**config.mk**
```make
export PLATFORM = sky130hd
export DESIGN_NAME = parking_request_initiator
export DESIGN_NICKNAME = d
export VERILOG_FILES = /design/src/rtl/parking_request_initiator_pkg.sv /design/src/rtl/phase_timeout_counter.sv /design/src/rtl/parking_request_initiator.sv
export SDC_FILE = /design/constraint.sdc
export NUM_CORES = 1
export LEC_CHECK = 0
export CAP_MARGIN = 25
export CORE_MARGIN = 2
export CORE_UTILIZATION = 35
export DETAILED_ROUTE_END_ITERATION = 16
export HOLD_SLACK_MARGIN = 0.1
export MAX_ROUTING_LAYER = met4
export PLACE_DENSITY = 0.59
export SYNTH_ARGS = -nofsm -noshare
export SYNTH_HDL_FRONTEND = slang
export SYNTH_SLANG_ARGS = --single-unit
```
**constraint.sdc**
```tcl
create_clock -name clock -period 1.98 [get_ports clock]
set_input_delay 0.297 -clock clock [delete_from_list [all_inputs] [get_ports clock]]
set_output_delay 0.297 -clock clock [all_outputs]
set_load 0.01 [all_outputs]
```
**src/rtl/parking_request_initiator_pkg.sv**
```systemverilog
// Shared definitions for the parking registration initiator: state encoding and default widths.
package parking_request_initiator_pkg;

  localparam int TOKEN_W_DEF = 3;
  localparam int TIME_W_DEF  = 8;

  typedef enum logic [2:0] {
    ST_IDLE       = 3'd0,
    ST_REQ        = 3'd1,
    ST_SEND_TOKEN = 3'd2,
    ST_SEND_TIME  = 3'd3,
    ST_GAP        = 3'd4,
    ST_DONE       = 3'd5,
    ST_FAIL       = 3'd6
  } state_t;

  function automatic logic is_send(input state_t s);
    return (s == ST_SEND_TOKEN) || (s == ST_SEND_TIME);
  endfunction

endpackage

```
**src/rtl/phase_timeout_counter.sv**
```systemverilog
// Per-phase cycle counter: cleared on phase entry, counts while enabled, flags the last allowed cycle.
module phase_timeout_counter #(
  parameter int TIMEOUT = 16
) (
  input  logic clock,
  input  logic reset,
  input  logic clear,
  input  logic enable,
  output logic expire
);

  localparam int CW = (TIMEOUT > 2) ? $clog2(TIMEOUT) : 1;

  logic [CW-1:0] count;

  always_ff @(posedge clock or negedge reset) begin
    if (!reset) begin
      count <= '0;
    end else if (clear) begin
      count <= '0;
    end else if (enable) begin
      count <= count + 1'b1;
    end
  end

  assign expire = enable && (count == CW'(TIMEOUT - 1));

endmodule

```
**src/rtl/parking_request_initiator.sv**
```systemverilog
// Terminal-side initiator: request, token phase, time phase, with per-phase timeout and full retries.
module parking_request_initiator
  import parking_request_initiator_pkg::*;
#(
  parameter int TOKEN_W   = TOKEN_W_DEF,
  parameter int TIME_W    = TIME_W_DEF,
  parameter int TIMEOUT   = 16,
  parameter int MAX_RETRY = 2
) (
  input  logic               clock,
  input  logic               reset,
  input  logic               start,
  input  logic [TOKEN_W-1:0] token_in,
  input  logic [TIME_W-1:0]  time_in,
  input  logic               P_register_enable,
  input  logic               Q_register_enable,
  output logic               request,
  output logic               confirm,
  output logic [TOKEN_W-1:0] user_token,
  output logic [TIME_W-1:0]  TimeData,
  output logic               busy,
  output logic               done,
  output logic               error,
  output logic [2:0]         dbg_state
);

  localparam int RW = (MAX_RETRY > 0) ? $clog2(MAX_RETRY + 1) : 1;

  state_t             state_q, state_d;
  logic [RW-1:0]      retry_q, retry_d;
  logic [TOKEN_W-1:0] tok_q;
  logic [TIME_W-1:0]  time_q;
  logic               capture, ack, expire, timer_clear;

  // Only the ack belonging to the current send phase counts; the other one is ignored.
  assign ack = ((state_q == ST_SEND_TOKEN) && P_register_enable) ||
               ((state_q == ST_SEND_TIME)  && Q_register_enable);

  assign timer_clear = !is_send(state_q) || (state_d != state_q);
  assign dbg_state   = state_q;

  phase_timeout_counter #(.TIMEOUT(TIMEOUT)) u_timer (
    .clock  (clock),
    .reset  (reset),
    .clear  (timer_clear),
    .enable (is_send(state_q)),
    .expire (expire)
  );

  always_comb begin
    state_d = state_q;
    retry_d = retry_q;
    capture = 1'b0;
    case (state_q)
      ST_IDLE: begin
        if (start) begin
          state_d = ST_REQ;
          retry_d = '0;
          capture = 1'b1;
        end
      end
      ST_REQ: state_d = ST_SEND_TOKEN;
      ST_SEND_TOKEN, ST_SEND_TIME: begin
        if (ack) begin
          state_d = (state_q == ST_SEND_TOKEN) ? ST_SEND_TIME : ST_DONE;
        end else if (expire) begin
          if (retry_q < RW'(MAX_RETRY)) begin
            retry_d = retry_q + 1'b1;
            state_d = ST_GAP;
          end else begin
            state_d = ST_FAIL;
          end
        end
      end
      ST_GAP:  state_d = ST_REQ;
      ST_DONE: state_d = ST_IDLE;
      ST_FAIL: state_d = ST_IDLE;
      default: state_d = ST_IDLE;
    endcase
  end

  // Outputs are registered from the next state so they line up with the state they describe.
  always_ff @(posedge clock or negedge reset) begin
    if (!reset) begin
      state_q    <= ST_IDLE;
      retry_q    <= '0;
      tok_q      <= '0;
      time_q     <= '0;
      request    <= 1'b0;
      confirm    <= 1'b0;
      user_token <= '0;
      TimeData   <= '0;
      busy       <= 1'b0;
      done       <= 1'b0;
      error      <= 1'b0;
    end else begin
      state_q <= state_d;
      retry_q <= retry_d;
      if (capture) begin
        tok_q  <= token_in;
        time_q <= time_in;
      end
      request    <= (state_d == ST_REQ) || is_send(state_d);
      confirm    <= is_send(state_d);
      user_token <= is_send(state_d) ? tok_q : '0;
      TimeData   <= (state_d == ST_SEND_TIME) ? time_q : '0;
      busy       <= (state_d != ST_IDLE);
      done       <= (state_d == ST_DONE);
      error      <= (state_d == ST_FAIL);
    end
  end

endmodule
```
==> out/results.txt <==
Avg WL per Cell: 12.5 um
Cells after Synth: 137
Skew final: 0.00297 ns
Die width: 68.3 um
Leak: 0.934 nW
Crit-path max FO: 8
Number of synthesized flops with an enable pin: 0
Worst setup path class: flop to primary output
Clock slew at reported path FFs: 0.07 ns
Ys async rst share: 100%
Max Cap Violations: 0
Die height: 68.3 um
Hold Slack: 0.0860 ns
Die area: 0.00466 mm^2
Initial antenna violation count: 0
# diodes: 0
Pin count of the biggest net entering global routing: 37
CTS Buf Count: 5
DP HPWL: 2080 um
Power per cell area: 1420 mW/mm^2
TritonRoute pass-1 iters: 4
First-pass GRT wire length: 4840 um
Hold Vio Cnt, Final: 0
Final min period: 1.68 ns
Max_slew headroom: 47.9%
Initial drt markers: 42
Final setup viols: 0
Max clock buf depth: 2
Post-Syn Area: 0.00145 mm^2
Root buf cell: clkbuf_8
I/O Buffers: 34
Clk sink count: 36
VDD IR max: 0.549 mV
Post-route cell area: 0.00195 mm^2
Worst Path Arrival: 1.38 ns
CP bufs+invs: 1
Worst setup SP type: flop
CTS tree: done
Ports: 35
DR vias: 1,098
Status: complete, no violations
Synth Register Bits: 36
Global route overflow: 0
FP Rows: 23
Starting density of the core: 36.2%
Delay-heaviest family, CP: buffers and inverters
Non-Filler Instances: 228
Placed cells: 220
TNS Setup: 0 ns
Pins over their slew limit: 0
Layout area overhead: 35.1%
Overall power after layout: 0.00278 W
Ys flop type: dfrtp_1
Slowest cell on the critical path: clkdlybuf4s50_1
# DRC: 0
Net Count, Synth: 154
RSZ-0062 raised after global routing: false
Slowest stage delay, CP: 0.60 ns
Fin crit share: 84.8%
CP required: 1.68 ns
Post-CTS setup buffers: 0
Synth Area per Inst: 10.6 um^2
Cts repair resizes: 0
Syn. warnings: 0
Core outline area: 0.00400 mm^2
Share of layout cells above drive strength 1: 8.99%
Worst Setup End Kind: primary output
Max Clk Rate: 0.595 GHz
Seq/Total Area, Yosys: 62.3%
Class of the worst hold path: input port to asynchronous set/reset pin
Worst-Skew Late Latency: 0.29 ns
GP Congestion: 0.776
Antenna-violating nets left: 0
Worst-Margin Slew: 0.782 ns
Layout Nets: 194
Crit-path cells: clkdlybuf4s50_1
Vias in the first global route: 1,118
Vias/cell: 4.82
Fillers: 376
# H-tree levels: 2
Drt total wl: 2850 um
Global router's overall resource usage: 15.2%
Yosys cell types: 32
Area after DPL: 0.00185 mm^2
CTS Hold Bufs: 0
==> layout by cell type (no fill, tap or decap), types with 2 or more instances in the layout <==
| master | count |
|---|---|
| a21oi_1 | 2 |
| a31oi_1 | 2 |
| and2_1 | 11 |
| and3_1 | 2 |
| buf_4 | 3 |
| clkbuf_8 | 5 |
| clkdlybuf4s50_1 | 33 |
| dfrtp_1 | 36 |
| inv_1 | 5 |
| nand2_1 | 38 |
| nand3_1 | 2 |
| nor2_1 | 9 |
| nor2b_1 | 2 |
| nor3_1 | 3 |
| xor2_1 | 2 |
==> power breakdown <==
group,leakage (nW),switching [W],internal (W),total [W]
Clock,0.0552,0.000249,0.000373,0.000622
Combinational,0.414,0.000503,0.000507,0.00101
Sequential,0.465,0.000141,0.00100,0.00114
Total,0.934,0.000893,0.00188,0.00278
==> sequential cells by signal, indices dropped and copies added (netlist names) <==
name           cells
TimeData           8
time_q             8
u_timer.count      4
dbg_state          3
tok_q              3
user_token         3
retry_q            2
busy               1
confirm            1
done               1
error              1
request            1
==> path summary, 6_finish.rpt <==
path / endpoint / slack, ns / startpoint / cells past startpoint
setup / recovery: dbg_state[2] / 0.30 / dbg_state[2]$_DFF_PN0_ / 1
hold / removal: u_timer.count[1]$_DFFE_PN0P_ / 0.09 / reset / 1
setup reg to reg: user_token[1]$_DFF_PN0_ / 0.34 / u_timer.count[0]$_DFFE_PN0P_ / 5
hold reg to reg: u_timer.count[0]$_DFFE_PN0P_ / 0.46 / u_timer.count[0]$_DFFE_PN0P_ / 1
max in group asynchronous: done$_DFF_PN0_ / 1.40 / reset / 1
min in group clock: u_timer.count[0]$_DFFE_PN0P_ / 0.46 / u_timer.count[0]$_DFFE_PN0P_ / 1
==> layout make-up <==
type,instances,area (um^2),share of cell area [%]
sequential,36,901,46.1
multi-input combinational,92,507,25.9
timing repair buffer,37,358,18.3
clock buffer,6,72.6,3.71
tap,50,62.6,3.20
clock inverter,2,35.0,1.79
inverter,5,18.8,0.960
==> cells by family (layout without fill, tap and decap cells) <==
| logic type | count (synthesis) | after routing | synth area share, % |
|---|---|---|---|
| flops | 36 | 36 | 62.3 |
| xor+xnor | 2 | 2 | 1.21 |
| simple gates | 74 | 74 | 24.9 |
| compound gates | 14 | 14 | 7.35 |
| fa+ha+maj | 1 | 1 | 0.865 |
| mux | 1 | 1 | 0.692 |
| buf+inv | 9 | 50 | 2.68 |
==> routing by layer <==
layer	up-vias	share of wire (%)	wire, um	GRT usage (%)
met5	-	0	0	-
met2	24	50	1440	23.3
li1	530	-	-	-
met1	537	42	1190	17.0
met3	7	4.6	132	5.43
met4	0	2.9	82	9.00
==> Yosys cell counts, drive strengths merged, types with 2 or more instances <==
library cell	count	area share (%)
nor2b	2	0.86
buf	4	1.4
nand3	3	1.4
inv	5	1.3
nor3	3	1.0
o211ai	2	1.4
xor2	2	1.2
dfrtp	36	62
a21oi	3	1.3
o21ai	2	0.95
a31oi	2	0.86
and2	11	4.8
nand2	38	9.9
and3	2	0.86
nor2	9	2.3
==> per-stage QoR <==
step / util, % / setup slack, ns
floorplan: - / 0.492
global placement: 46.2 / 0.185
detailed placement: 46.2 / 0.168
CTS: 48.9 / 0.270
global route: 48.9 / 0.132
finish: 48.9 / 0.300
Note: power is estimated with default switching activity, not from simulation.
